File: config.mk
export PLATFORM = sky130hd
export DESIGN_NAME = spine_egress_buffer
export DESIGN_NICKNAME = d
export VERILOG_FILES = /design/src/rtl/spine_egress_buffer.sv
export SDC_FILE = /design/constraint.sdc
export NUM_CORES = 1
export LEC_CHECK = 0
export CAP_MARGIN = 25
export CORE_MARGIN = 1
export CORE_UTILIZATION = 48
export CTS_CLUSTER_DIAMETER = 200
export DETAILED_ROUTE_END_ITERATION = 10
export PLACE_DENSITY = 0.71
export SYNTH_ARGS = -nofsm -noshare
export SYNTH_HDL_FRONTEND = slang
export SYNTH_SLANG_ARGS = --single-unit
File: constraint.sdc
create_clock -name ACLK -period 7.25 [get_ports ACLK]
set_clock_uncertainty 0.2 [all_clocks]
set_input_delay 1.0875 -clock ACLK [delete_from_list [all_inputs] [get_ports ACLK]]
set_output_delay 1.0875 -clock ACLK [all_outputs]
set_load 0.02 [all_outputs]
File: src/rtl/spine_egress_buffer.sv
// Elastic first-word-fall-through buffer between a router spine output (no backpressure)
// and a spine switch input with valid/ready. It counts overflow drops and flags stalls.
module spine_egress_buffer #(
   parameter int unsigned DWIDTH      = 16,
   parameter int unsigned DEPTH       = 8,
   parameter int unsigned STALL_LIMIT = 255
) (
   input  logic                     ACLK,
   input  logic                     ARESETn,
   input  logic [DWIDTH-1:0]        in_data,
   input  logic                     in_valid,
   output logic [DWIDTH-1:0]        out_data,
   output logic                     out_valid,
   output logic [5:0]               out_dest_addr,
   input  logic                     out_ready,
   output logic [$clog2(DEPTH):0]   fifo_count,
   output logic                     fifo_full,
   output logic                     fifo_empty,
   output logic [7:0]               drop_count,
   output logic                     stall_err,
   input  logic                     clr_status
);

   localparam int unsigned AW = $clog2(DEPTH);
   localparam int unsigned CW = AW + 1;
   localparam logic [CW-1:0] FULL_CNT  = CW'(DEPTH);
   localparam logic [15:0]   STALL_MAX = 16'(STALL_LIMIT);

   logic [DWIDTH-1:0] mem_q [DEPTH];

   logic [AW-1:0] wr_ptr_q,    wr_ptr_d;
   logic [AW-1:0] rd_ptr_q,    rd_ptr_d;
   logic [CW-1:0] count_q,     count_d;
   logic [7:0]    drop_q,      drop_d;
   logic [15:0]   stall_cnt_q, stall_cnt_d;
   logic          stall_err_q, stall_err_d;

   logic empty;
   logic full;
   logic pop;
   logic push;
   logic drop;
   logic stalled;

   // Handshake decode and status outputs.
   always_comb begin
      empty   = (count_q == '0);
      full    = (count_q == FULL_CNT);
      pop     = !empty && out_ready;
      // A full FIFO still accepts a flit when the head leaves in the same cycle.
      push    = in_valid && (!full || pop);
      drop    = in_valid && full && !pop;
      stalled = !empty && !out_ready;
   end

   always_comb begin
      out_valid     = !empty;
      out_data      = empty ? '0 : mem_q[rd_ptr_q];
      out_dest_addr = out_data[15:10];
      fifo_count    = count_q;
      fifo_full     = full;
      fifo_empty    = empty;
      drop_count    = drop_q;
      stall_err     = stall_err_q;
   end

   // Next-state logic for pointers, occupancy, drop counter and stall monitor.
   always_comb begin
      // NOTE: every variable gets a default first so no path can infer a latch.
      wr_ptr_d    = wr_ptr_q;
      rd_ptr_d    = rd_ptr_q;
      count_d     = count_q;
      drop_d      = drop_q;
      stall_cnt_d = '0;
      stall_err_d = stall_err_q;

      if (push) wr_ptr_d = wr_ptr_q + AW'(1);
      if (pop)  rd_ptr_d = rd_ptr_q + AW'(1);

      if (push && !pop)      count_d = count_q + CW'(1);
      else if (pop && !push) count_d = count_q - CW'(1);

      if (drop && (drop_q != 8'hFF)) drop_d = drop_q + 8'd1;

      // The counter only runs while the head is held; a pop or an empty FIFO resets it.
      if (stalled) begin
         if (stall_cnt_q == STALL_MAX) begin
            stall_cnt_d = stall_cnt_q;
         end else begin
            stall_cnt_d = stall_cnt_q + 16'd1;
            if ((stall_cnt_q + 16'd1) == STALL_MAX) stall_err_d = 1'b1;
         end
      end

      if (clr_status) begin
         drop_d      = '0;
         stall_err_d = 1'b0;
      end
   end

   always_ff @(posedge ACLK or negedge ARESETn) begin
      if (!ARESETn) begin
         wr_ptr_q    <= '0;
         rd_ptr_q    <= '0;
         count_q     <= '0;
         drop_q      <= '0;
         stall_cnt_q <= '0;
         stall_err_q <= 1'b0;
      end else begin
         // NOTE: sequential state uses non-blocking assignments so every flop samples pre-edge values.
         wr_ptr_q    <= wr_ptr_d;
         rd_ptr_q    <= rd_ptr_d;
         count_q     <= count_d;
         drop_q      <= drop_d;
         stall_cnt_q <= stall_cnt_d;
         stall_err_q <= stall_err_d;
      end
   end

   // NOTE: storage is deliberately not reset; stale entries are never visible since out_data is masked when empty.
   always_ff @(posedge ACLK) begin
      if (push) mem_q[wr_ptr_q] <= in_data;
   end

endmodule

==> results.py, run 1 <==
metrics = {
    "outcome": {
        "outcome": "finished clean",
    },
    "pwr": {
        "p_leak_nw": 3.00,
        "power_w": 0.00324,
        "p_per_area_nw_per_um2": 383,
        "vdd_ir_drop_max_mv": 0.243,
    },
    "placement": {
        "hpwlAfterDp_mm": 8.08,
        "io_buffers": 58,
        "dp_slack_ns": 3.25,
        "place_congestion": 0.806,
    },
    "floorplan": {
        "ios": 59,
        "chipWidth_um": 124,
        "placementRows": 44,
        "initial_core_util": 0.492,
        "core_area_um2": 14600,
        "die_height_um": 124,
        "dieArea_um2": 15500,
    },
    "clock_tree": {
        "clock-sinks": 163,
        "numCtsBuffers": 17,
        "cts.path.max_buffers": 2,
        "clockRootBuffer": "clkbuf_16",
        "cts_setup_buffers": 0,
        "ctsHoldBuffers": 0,
        "cts_tree": "built",
        "h-tree-depth": 4,
        "insertion_delay_ns": 0.41,
        "clk_pin_slew_ns": 0.06,
        "cts_resized": 0,
    },
    "global_routing": {
        "antenna_found_initial": 0,
        "grt.overflow.total": 0,
        "grt_pass1_wl_mm": 21.2,
        "grt_max_degree": 36,
        "track_usage": 0.181,
        "grt_pass1_vias": 3981,
    },
    "drt": {
        "drc": 0,
        "post_drt_wl_per_cell_um": 19.0,
        "dr_total_vias": 3799,
        "dr.pass1.iters": 4,
        "drt-total-wl_mm": 13.1,
        "ant_nets": 0,
        "first_iter_violations": 223,
        "routed_via_density": 5.49,
    },
    "sta": {
        "fin_hold_ws_ns": 0.364,
        "timing.fmax_mhz": 235,
        "setup_tns_ns": 0,
        "setup_viol_count_final": 0,
        "fin_ws_ns": 3.00,
        "rsz0062_at_grt": "false",
        "worst_pin_slew_ns": 0.805,
        "min_period_ns": 4.25,
        "finalMaxSlewViolations": 0,
        "period_share": 0.587,
        "hold_viol_final": 0,
        "slew_headroom": 0.463,
    },
    "logic_synthesis": {
        "synth.distinct_cells": 60,
        "synth_cells": 436,
        "yosys.area_share.simple": 0.0972,
        "synth_fp_nets": 466,
        "ys.flop_type": "edfxtp_1",
        "synth_mux_area_frac": 0.129,
        "synth_top_area_cell": "edfxtp_1",
        "syn_area_per_cell_um2": 16.5,
        "synth_top_area_frac": 0.535,
        "netlist_area_um2": 7180,
        "synth_top_family_by_area": "multiplexers",
        "ys_ff_latch": 163,
        "ys_warn_count": 0,
        "synth_edf_count": 128,
        "ys_seq_area_frac": 0.657,
        "synth_compound_area_frac": 0.0307,
        "synthTopCellsByArea": "edfxtp_1, dfrtp_1, mux4_2",
        "async_flop_share": 0.215,
        "synth_fa_ha_area_frac": 0.0167,
        "synthXorXnorAreaFrac": 0.0354,
    },
    "cells_and_area": {
        "area_delta_synth_final_pct": 17.9,
        "final_nets": 525,
        "drive_above_1_share": 0.213,
        "diodes": 0,
        "mostFrequentLayoutCell": "edfxtp_1",
        "layout_common_cells": "edfxtp_1, clkdlybuf4s50_1, dfrtp_1",
        "fillers": 1069,
        "post-route-util": 0.580,
    },
    "critical_path": {
        "reg2reg_from": "fifo_count[0]$_DFFE_PN0P_",
        "cp-start-kind": "flip-flop",
        "cp-end-kind": "output port",
        "worst_ep_arrival_time_ns": 2.97,
        "required_ns": 5.96,
        "timing_worst_setup_path_type": "flip-flop to output port",
        "reg2reg_slack_ns": 4.07,
        "crit_path_max_fanout": 18,
        "timing.rr.end": "fifo_count[3]$_DFFE_PN0P_",
        "rr_worst_depth": 12,
    },
    "flow_run": {
        "maxCapViolCount": 0,
    },
    "min_path": {
        "holdCritPathClass": "flip-flop to flip-flop",
        "min_path_cells": 1,
        "holdPathEnd": "fifo_count[3]$_DFFE_PN0P_",
        "hp-start": "fifo_count[3]$_DFFE_PN0P_",
    },
}
==> final cells by class <==
cell class	count	area, um^2	area share
multi-input cells	235	2240	0.265
well taps	184	230	0.0272
inverters	8	30.0	0.00355
clock inverters	15	129	0.0152
flip-flops and latches	163	4720	0.557
clock buffers	17	425	0.0502
repair buffers	70	691	0.0816
==> how the worst max path moves through the flow <==
stage                                 start                        end  cells past startpoint
CTS                 rd_ptr_q[0]$_DFFE_PN0N_               out_data[12]                      5
detailed placement                out_ready  fifo_count[3]$_DFFE_PN0P_                     12
global route        rd_ptr_q[0]$_DFFE_PN0N_                out_data[6]                      5
global placement                  out_ready  fifo_count[3]$_DFFE_PN0P_                     12
finish              rd_ptr_q[0]$_DFFE_PN0N_               out_data[12]                      5
floorplan                         out_ready      mem_q[0][0]$_DFFE_PP_                      5
==> layer usage <==
metal  wire, um  track usage
met1       5740        0.239
met2       6630        0.300
met3        545       0.0348
met4        195       0.0624
met5          0            0
==> synthesized netlist by cell type, types with 2 or more instances <==
master and number:
a211oi_1 2, a21oi_1 9, and2_1 4, and4_4 2
buf_2 9, buf_4 9, buf_6 3, clkbuf_1 4
dfrtp_1 35, edfxtp_1 128, ha_1 8, inv_1 6
mux2_2 2, mux2i_1 18, mux4_2 32, nand2_1 20
nand2b_1 3, nand2b_4 2, nand3_1 5, nand3_4 2
nand3b_1 3, nand4_1 8, nor2_1 32, nor2_2 9
nor3_1 10, nor3_4 2, nor4_1 3, o21ai_0 7
xnor2_1 17, xor2_1 12
==> critical path, stage by stage, from the launching register on <==
cell,delay [ns]
dfrtp_2,0.74
buf_4,0.45
mux4_2,0.55
mux2i_1,0.14
nor2_1,0.09
clkdlybuf4s50_1,0.59
==> registers in the layout (all words and copies together), names as in the netlist <==
signal and cells:
stall_cnt_q 16, fifo_count 4, mem_q 128, rd_ptr_q 3, drop_count 8, wr_ptr_q 3
stall_err 1
==> cells by family after synthesis <==
| kind of cell | after synthesis |
|---|---|
| compound gates | 28 |
| xor+xnor | 29 |
| fa+ha+maj | 9 |
| buf+inv | 38 |
| flops | 163 |
| mux | 52 |
| simple gates | 117 |
==> stage by stage <==
stage	instance area (um^2)	std cells
floorplan	7180	436
global placement	7890	659
detailed placement	7910	660
CTS	8470	692
global route	8470	692
finish	8470	692
==> power breakdown <==
group	switching [W]	internal, W
clock network	0.000362	0.000475
registers	0.000133	0.00115
logic	0.000550	0.000565
total	0.00105	0.00219
Note: power is estimated with default switching activity, not from simulation.
==> inputs of run 2 (changes only) <==
Settings changed: PLACE_DENSITY 0.71 to 0.74.
Clock period 7.25 ns to 3.7 ns, I/O delays scaled along.
==> run 2 against run 1 <==
Net effect:
- wire length grew 2.4%
- total power grew 96%
- non-clock buffer count grew 2
- cell area is essentially flat
- critical path depth is the same
- sequential share of layout area is essentially flat
- register-to-register slack lost 3.4 ns
- count of clock-buffer cells in the layout is the same
- clock power grew 92%
- sequential cell count is the same
- critical path type unchanged
- highest routed layer unchanged
==> results.py, run 2 (same netlist as run 1, synthesis figures left out) <==
metrics = {
    "sta": {
        "setup_viol_count_final": 0,
        "finalMaxSlewViolations": 0,
        "min_period_ns": 3.44,
        "slew_headroom": 0.627,
        "rsz0062_at_grt": "false",
        "hold_viol_final": 0,
        "timing.fmax_mhz": 291,
        "setup_tns_ns": 0,
        "period_share": 0.930,
        "worst_pin_slew_ns": 0.559,
        "fin_hold_ws_ns": 0.345,
    },
    "global_routing": {
        "grt_max_degree": 36,
        "track_usage": 0.190,
        "grt.overflow.total": 0,
        "grt_pass1_vias": 4061,
        "antenna_found_initial": 0,
        "grt_pass1_wl_mm": 22.2,
    },
    "critical_path": {
        "required_ns": 2.94,
        "cp-start-kind": "flip-flop",
        "reg2reg_from": "fifo_count[0]$_DFFE_PN0P_",
        "timing.rr.end": "fifo_count[3]$_DFFE_PN0P_",
        "rr_worst_depth": 10,
        "timing_worst_setup_path_type": "flip-flop to output port",
        "cp-end-kind": "output port",
        "crit_path_max_fanout": 11,
        "reg2reg_slack_ns": 0.69,
        "worst_ep_arrival_time_ns": 2.69,
    },
    "cells_and_area": {
        "regMostFlops": "mem_q",
        "largest_reg_flops": 128,
        "layout_common_cells": "edfxtp_1, clkdlybuf4s50_1, dfrtp_1",
        "drive_above_1_share": 0.215,
        "diodes": 0,
        "instances_no_fill": 692,
        "mostFrequentLayoutCell": "edfxtp_1",
        "area_delta_synth_final_pct": 18.0,
        "final_nets": 527,
    },
    "pwr": {
        "vdd_ir_drop_max_mv": 0.351,
        "p_leak_nw": 2.99,
        "p_per_area_nw_per_um2": 749,
        "power_w": 0.00635,
    },
    "placement": {
        "placedCellCount": 662,
        "hpwlAfterDp_mm": 8.45,
        "place_congestion": 0.786,
        "io_buffers": 58,
    },
    "floorplan": {
        "chipWidth_um": 124,
        "core_area_um2": 14600,
        "ios": 59,
        "dieArea_um2": 15500,
        "initial_core_util": 0.492,
        "die_height_um": 124,
        "placementRows": 44,
    },
    "clock_tree": {
        "insertion_delay_ns": 0.42,
        "clock-sinks": 163,
        "numCtsBuffers": 17,
        "cts_setup_buffers": 0,
        "cts_resized": 0,
        "cts_tree": "built",
        "clk_pin_slew_ns": 0.06,
        "cts.path.max_buffers": 2,
        "ctsHoldBuffers": 0,
        "h-tree-depth": 4,
        "clockRootBuffer": "clkbuf_16",
    },
    "min_path": {
        "hp-start": "fifo_count[3]$_DFFE_PN0P_",
        "holdCritPathClass": "flip-flop to flip-flop",
        "holdPathEnd": "fifo_count[3]$_DFFE_PN0P_",
        "min_path_cells": 1,
    },
    "drt": {
        "drc": 0,
        "ant_nets": 0,
        "first_iter_violations": 209,
        "post_drt_wl_per_cell_um": 19.4,
        "drt-total-wl_mm": 13.4,
        "dr_total_vias": 3869,
        "routed_via_density": 5.59,
        "dr.pass1.iters": 4,
    },
    "outcome": {
        "outcome": "finished clean",
    },
    "flow_run": {
        "maxCapViolCount": 0,
    },
}
## run 2: changes by cell type in the layout (fill, tap and decap cells not counted), sizes merged
cell | before | now
buf | 12 | 14
clkinv | 9 | 7
inv | 13 | 10
clkinvlp | 0 | 3
## run 2: worst max-delay path by stage
stage                                    startpoint                        end  slack, ns  cells past startpoint
after floorplan           fifo_count[0]$_DFFE_PN0P_      mem_q[0][0]$_DFFE_PP_       0.27                      6
after global placement                    out_ready  fifo_count[3]$_DFFE_PN0P_       0.51                     12
after detailed placement                  out_ready  fifo_count[3]$_DFFE_PN0P_       0.44                     12
after CTS                 fifo_count[0]$_DFFE_PN0P_           out_dest_addr[0]       0.11                      4
after global routing        rd_ptr_q[0]$_DFFE_PN0N_                out_data[9]       0.09                      5
final                       rd_ptr_q[0]$_DFFE_PN0N_               out_data[14]       0.26                      5
## run 2: critical path, cell delays in order, from the launching register on
cell and delay (ns):
dfrtp_2 0.61, buf_4 0.32, mux4_2 0.53, mux2i_1 0.18, nor2_1 0.08, clkdlybuf4s50_1 0.55
## run 2: layout make-up
cell class                      instances  area, um^2
Fill cell                            1071        6110
Sequential cell                       163        4720
Multi-Input combinational cell        235        2240
Timing Repair Buffer                   72         711
Clock buffer                           17         425
Tap cell                              184         230
Clock inverter                         13         113
Inverter                                8        33.8
## run 2: through the flow
step | util | area [um^2] | worst slack, ns
after CTS | 0.581 | 8470 | 0.112
after floorplan | - | 7180 | 0.269
after global placement | 0.544 | 7930 | 0.509
after detailed placement | 0.544 | 7930 | 0.436
final | 0.581 | 8480 | 0.259
after global routing | 0.581 | 8480 | 0.0927
## run 2: report_power, final
group | switching [W] | internal (W)
Sequential | 0.000218 | 0.00226
Clock | 0.000689 | 0.000917
Combinational | 0.00114 | 0.00113
## run 2: metal layers
layer	track usage	vias up	routed length, um
li1	-	1778	-
met2	0.318	99	7070
met3	0.0395	24	777
met4	0.0815	0	265
met1	0.239	1968	5320
met5	0	-	0
